File: config.mk
export PLATFORM = sky130hd
export DESIGN_NAME = sram_client_sequencer
export DESIGN_NICKNAME = d
export VERILOG_FILES = /design/src/rtl/sram_client_sequencer.sv
export SDC_FILE = /design/constraint.sdc
export NUM_CORES = 1
export LEC_CHECK = 0
export CAP_MARGIN = 20
export CORE_UTILIZATION = 40
export DETAILED_ROUTE_END_ITERATION = 7
export PLACE_DENSITY = 0.88
export SETUP_SLACK_MARGIN = 0.4
export SYNTH_ARGS = -nofsm -noshare
export SYNTH_HDL_FRONTEND = slang
export SYNTH_SLANG_ARGS = --single-unit
File: constraint.sdc
create_clock -name Clock -period 5.1 [get_ports Clock]
set_input_delay 1.53 -clock Clock [delete_from_list [all_inputs] [get_ports Clock]]
set_output_delay 1.53 -clock Clock [all_outputs]
set_load 0.03 [all_outputs]
File: src/rtl/sram_client_sequencer.sv
// SRAM ownership sequencer: launches clients 1..NUM_CLIENTS-1 in order and muxes their SRAM requests.
// Client 0 owns the port when idle. Define SEQ_LOOP_EN to restart the chain after each pass.
module sram_client_sequencer #(
    parameter int  NUM_CLIENTS = 4,
    parameter int  ADDR_W      = 18,
    parameter int  DATA_W      = 16,
    parameter int  TIMEOUT_W   = 26,
    localparam int CW          = $clog2(NUM_CLIENTS)
) (
    input  logic                          Clock,
    input  logic                          Reset,
    input  logic                          Start,
    input  logic                          Abort,
    input  logic [TIMEOUT_W-1:0]          Timeout_limit,
    input  logic [NUM_CLIENTS*ADDR_W-1:0] Client_address,
    input  logic [NUM_CLIENTS*DATA_W-1:0] Client_write_data,
    input  logic [NUM_CLIENTS-1:0]        Client_we_n,
    input  logic [NUM_CLIENTS-1:0]        Client_done,
    output logic [NUM_CLIENTS-1:0]        Client_enable,
    output logic [NUM_CLIENTS-1:0]        Client_start,
    output logic [ADDR_W-1:0]             SRAM_address,
    output logic [DATA_W-1:0]             SRAM_write_data,
    output logic                          SRAM_we_n,
    output logic [CW-1:0]                 Active_client,
    output logic                          Busy,
    output logic                          Sequence_done,
    output logic [NUM_CLIENTS-1:0]        Timeout_error
);

    typedef enum logic [1:0] {S_IDLE, S_LAUNCH, S_RUN, S_FINISH} state_t;

    localparam logic [CW-1:0]          FIRST_K = CW'(1);
    localparam logic [CW-1:0]          LAST_K  = CW'(NUM_CLIENTS - 1);
    localparam logic [NUM_CLIENTS-1:0] ONE     = NUM_CLIENTS'(1);

    state_t                 state, state_nx;
    logic [CW-1:0]          k, k_nx;
    logic [TIMEOUT_W-1:0]   cnt, cnt_nx;
    logic [NUM_CLIENTS-1:0] terr_nx;
    logic                   phase_end;
    logic                   owning;

    always_comb begin
        // NOTE: every variable gets a default first so no path through the case infers a latch.
        state_nx  = state;
        k_nx      = k;
        cnt_nx    = cnt;
        terr_nx   = Timeout_error;
        phase_end = 1'b0;

        case (state)
            S_IDLE: begin
                if (Start && !Abort) begin
                    k_nx     = FIRST_K;
                    terr_nx  = '0;
                    state_nx = S_LAUNCH;
                end
            end
            S_LAUNCH: begin
                cnt_nx   = '0;
                state_nx = S_RUN;
            end
            S_RUN: begin
                // Done beats timeout; the counter measures cycles since the last write request.
                if (Client_done[k]) begin
                    phase_end = 1'b1;
                end else if ((Timeout_limit != '0) && (cnt == Timeout_limit)) begin
                    terr_nx[k] = 1'b1;
                    phase_end  = 1'b1;
                end else if (!Client_we_n[k]) begin
                    cnt_nx = '0;
                end else if (cnt != '1) begin
                    cnt_nx = cnt + 1'b1;
                end

                if (phase_end) begin
                    if (k < LAST_K) begin
                        k_nx     = k + 1'b1;
                        state_nx = S_LAUNCH;
                    end else begin
                        state_nx = S_FINISH;
                    end
                end
            end
            S_FINISH: begin
`ifdef SEQ_LOOP_EN
                k_nx     = FIRST_K;
                terr_nx  = '0;
                state_nx = S_LAUNCH;
`else
                state_nx = S_IDLE;
`endif
            end
            default: state_nx = S_IDLE;
        endcase

        // Abort outranks completion and timeout, and leaves the error record untouched.
        if (Abort && (state != S_IDLE)) begin
            state_nx = S_IDLE;
            terr_nx  = Timeout_error;
        end
    end

    assign owning = (state_nx == S_LAUNCH) || (state_nx == S_RUN);

    always_ff @(posedge Clock) begin
        // NOTE: non-blocking assignments so every register samples pre-edge values together.
        if (Reset) begin
            state         <= S_IDLE;
            k             <= FIRST_K;
            cnt           <= '0;
            Timeout_error <= '0;
            Client_enable <= '0;
            Client_start  <= '0;
            Active_client <= '0;
            Sequence_done <= 1'b0;
        end else begin
            state         <= state_nx;
            k             <= k_nx;
            cnt           <= cnt_nx;
            Timeout_error <= terr_nx;
            Client_enable <= owning ? (ONE << k_nx) : '0;
            Client_start  <= (state_nx == S_LAUNCH) ? (ONE << k_nx) : '0;
            Active_client <= owning ? k_nx : '0;
            Sequence_done <= (state_nx == S_FINISH);
        end
    end

    assign Busy            = (state != S_IDLE);
    assign SRAM_address    = Client_address[int'(Active_client) * ADDR_W +: ADDR_W];
    assign SRAM_write_data = Client_write_data[int'(Active_client) * DATA_W +: DATA_W];
    assign SRAM_we_n       = (Active_client == '0) ? 1'b1 : Client_we_n[Active_client];

endmodule

==> results.json <==
{
  "outcome": "complete, no violations",
  "endpoint_kind": "output port",
  "min_from": "Timeout_error[2]",
  "cts_resized": 2,
  "drive_gt1_share_pct": 11.07,
  "grt_setup_unrepaired": "false",
  "power_density_mw_per_mm2": 162.8,
  "slew-limit-headroom_pct": 50.37,
  "firstDrtPassIters": 4,
  "post-route-period-util_pct": 91.80,
  "dp_hpwl_mm": 11.39,
  "antenna_found_initial": 0,
  "avgSynthCellArea_um2": 9.995,
  "cts_sinks": 45,
  "worst_ep_required_time_ns": 3.57,
  "ctsHoldBuffers": 0,
  "cts.path.max_buffers": 2,
  "clock_skew_ns": 0.01617,
  "synthArstFlopShare_pct": 0,
  "setup.reg_to_reg.worst_slack_ns": 2.26,
  "core_mm2": 0.008258,
  "reg2reg_depth": 10,
  "drv_slew": 0,
  "post_drt_wl_per_cell_um": 20.26,
  "grt.total_usage_pct": 30.13,
  "io_pins": 225,
  "nNetsFinal": 736,
  "maxCapViolations": 0,
  "ys_seq_area_share_pct": 26.35,
  "grt_pass1_vias": 3662,
  "synth_edf_count": 0,
  "drc_errors": 0,
  "synth_ff_type": "dfxtp_1",
  "cts_setup_buffers": 0,
  "synth_nets": 519,
  "ys_types": 55,
  "synthesis.instances": 342,
  "vias": 3779,
  "gp_congestion": 0.8896,
  "crit_arrival_ns": 3.15,
  "final_common_cell": "clkdlybuf4s50_1",
  "synth_warnings": 0,
  "pre_cts_ws_ns": 0.3348,
  "drt_wl_total_mm": 13.47,
  "setup_tns_ns": 0,
  "drt_iter0_markers": 240,
  "clock_insertion_delay_worst_skew_ns": 0.31,
  "ctsRootBufferMaster": "clkbuf_8",
  "tightest_slew_ns": 0.7421,
  "critical_path.startpoint": "Client_address[51]",
  "hp-class": "reg2reg",
  "ys_seq_elements": 45,
  "setup_viol": 0,
  "hold_viol": 0,
  "critPathLaunchType": "input port",
  "p_leak_nw": 2.108,
  "htree_num_levels": 2,
  "insertedDiodeCount": 0,
  "cts_buffers": 5,
  "synth_top_area_share_pct": 26.35,
  "grt_pass1_wl_mm": 19.97,
  "setup_ws_ns": 0.4182,
  "whs_endpoint": "Timeout_error[2]",
  "yosys-top-cells-area": "dfxtp_1 26%, mux4_2 24%, xor2_1 7.4%, nand2_1 3.3%, nor2_1 2.5%",
  "final_cell_mix": "222 x clkdlybuf4s50_1, 44 x dfxtp_1, 36 x mux4_2",
  "cp_max_fo": 1,
  "dieArea_mm2": 0.008919,
  "cts_tree": "done",
  "synthesis.area_mm2": 0.003418,
  "critPathKind": "in2out",
  "r2r_start": "k[0]",
  "synth.largest_area_cell": "dfxtp_1",
  "hold_depth": 2,
  "grt_max_degree": 38,
  "grt_overflow_total": 0,
  "io_buffer_count": 224,
  "initial_utilization_pct": 41.39,
  "area_growth_pct": 70.42,
  "antenna_left": 0,
  "peakVddDrop_mv": 0.09919,
  "via_per_inst": 5.683,
  "fp-row-count": 33,
  "die_h_um": 94.44,
  "r2r-end": "Client_enable[0]",
  "path_clk_slew_ns": 0.08,
  "fp.dieW_um": 94.44,
  "timing.fmax_mhz": 213.6,
  "final.min_clock_period_ns": 4.682
}
==> worst max-delay path by stage <==
| stage | cells after the start | end | slack, ns |
|---|---|---|---|
| floorplan | 3 | SRAM_address[10] | 1.39 |
| global placement | 3 | SRAM_address[16] | 0.32 |
| detailed placement | 3 | SRAM_address[16] | 0.33 |
| CTS | 3 | SRAM_address[15] | 0.41 |
| global route | 3 | SRAM_address[13] | 0.41 |
| finish | 3 | SRAM_address[15] | 0.42 |
==> flip-flops by register name, summed over array words and instances, names as in the netlist <==
| register | flops |
|---|---|
| state | 2 |
| k | 2 |
| Timeout_error | 4 |
| Client_enable | 4 |
| Sequence_done | 1 |
| Client_start | 4 |
| cnt | 26 |
| Active_client | 2 |
==> power breakdown <==
| part | switching [W] | internal, W |
|---|---|---|
| Clock | 0.000133 | 0.0000990 |
| Combinational | 0.000144 | 0.000213 |
| Sequential | 0.00000534 | 0.000354 |
==> Yosys cell counts, drive strengths merged, types with 4 or more instances <==
cell type / instances
mux2i: 5
nand4: 11
buf: 8
xor2: 29
nor2b: 9
nand2: 31
o21ai: 6
nor2: 23
o21a: 10
nor4: 13
or2: 4
xnor2: 6
nand3: 12
a21oi: 13
and4: 4
and3: 4
clkbuf: 9
dfxtp: 45
and2: 10
a31oi: 9
mux4: 36
nor3: 6
==> stage by stage <==
stage	util (%)	hold WS (ns)	area, um2	power [W]	instances
finish	70.55	0.4750	5826	0.0009482	665
CTS	70.55	0.4698	5826	0.0009511	665
global route	70.55	0.5059	5826	0.0009833	665
global placement	69.44	0.4362	5734	0.0007198	657
floorplan	-	0.4663	3418	0.0005105	342
detailed placement	69.44	0.4499	5734	0.0007248	657
==> worst max-delay path, stage by stage <==
cell             delay (ns)
clkdlybuf4s50_1        0.44
mux4_2                 0.48
clkdlybuf4s50_1        0.70
==> routing by layer <==
layer	share of wire, %	routed length (um)	GRT usage [%]
met5	0	0	0
met4	1.0	138	4.872
met3	9.4	1266	5.314
met2	49	6624	52.66
met1	40	5443	39.22
==> cell families after synthesis <==
kind of cell             share of synthesized area (%)
XOR/XNOR                                         8.968
AO/OA/AOI/OAI                                    11.93
multiplexers                                     25.18
buffers and inverters                            2.708
adder cells (fa/ha/maj)                          1.098
flip-flops                                       26.35
AND/OR/NAND/NOR                                  23.75
==> cell type report <==
cell class              instances  area (um2)
fillers                       631        2432
multi-input cells             277        2425
repair buffers                227        2262
flip-flops and latches         45       902.1
well taps                     105       131.4
clock buffers                   5       68.82
clock inverters                 3       25.02
inverters                       3       11.26
No activity file was read; power rests on OpenSTA's default activity.
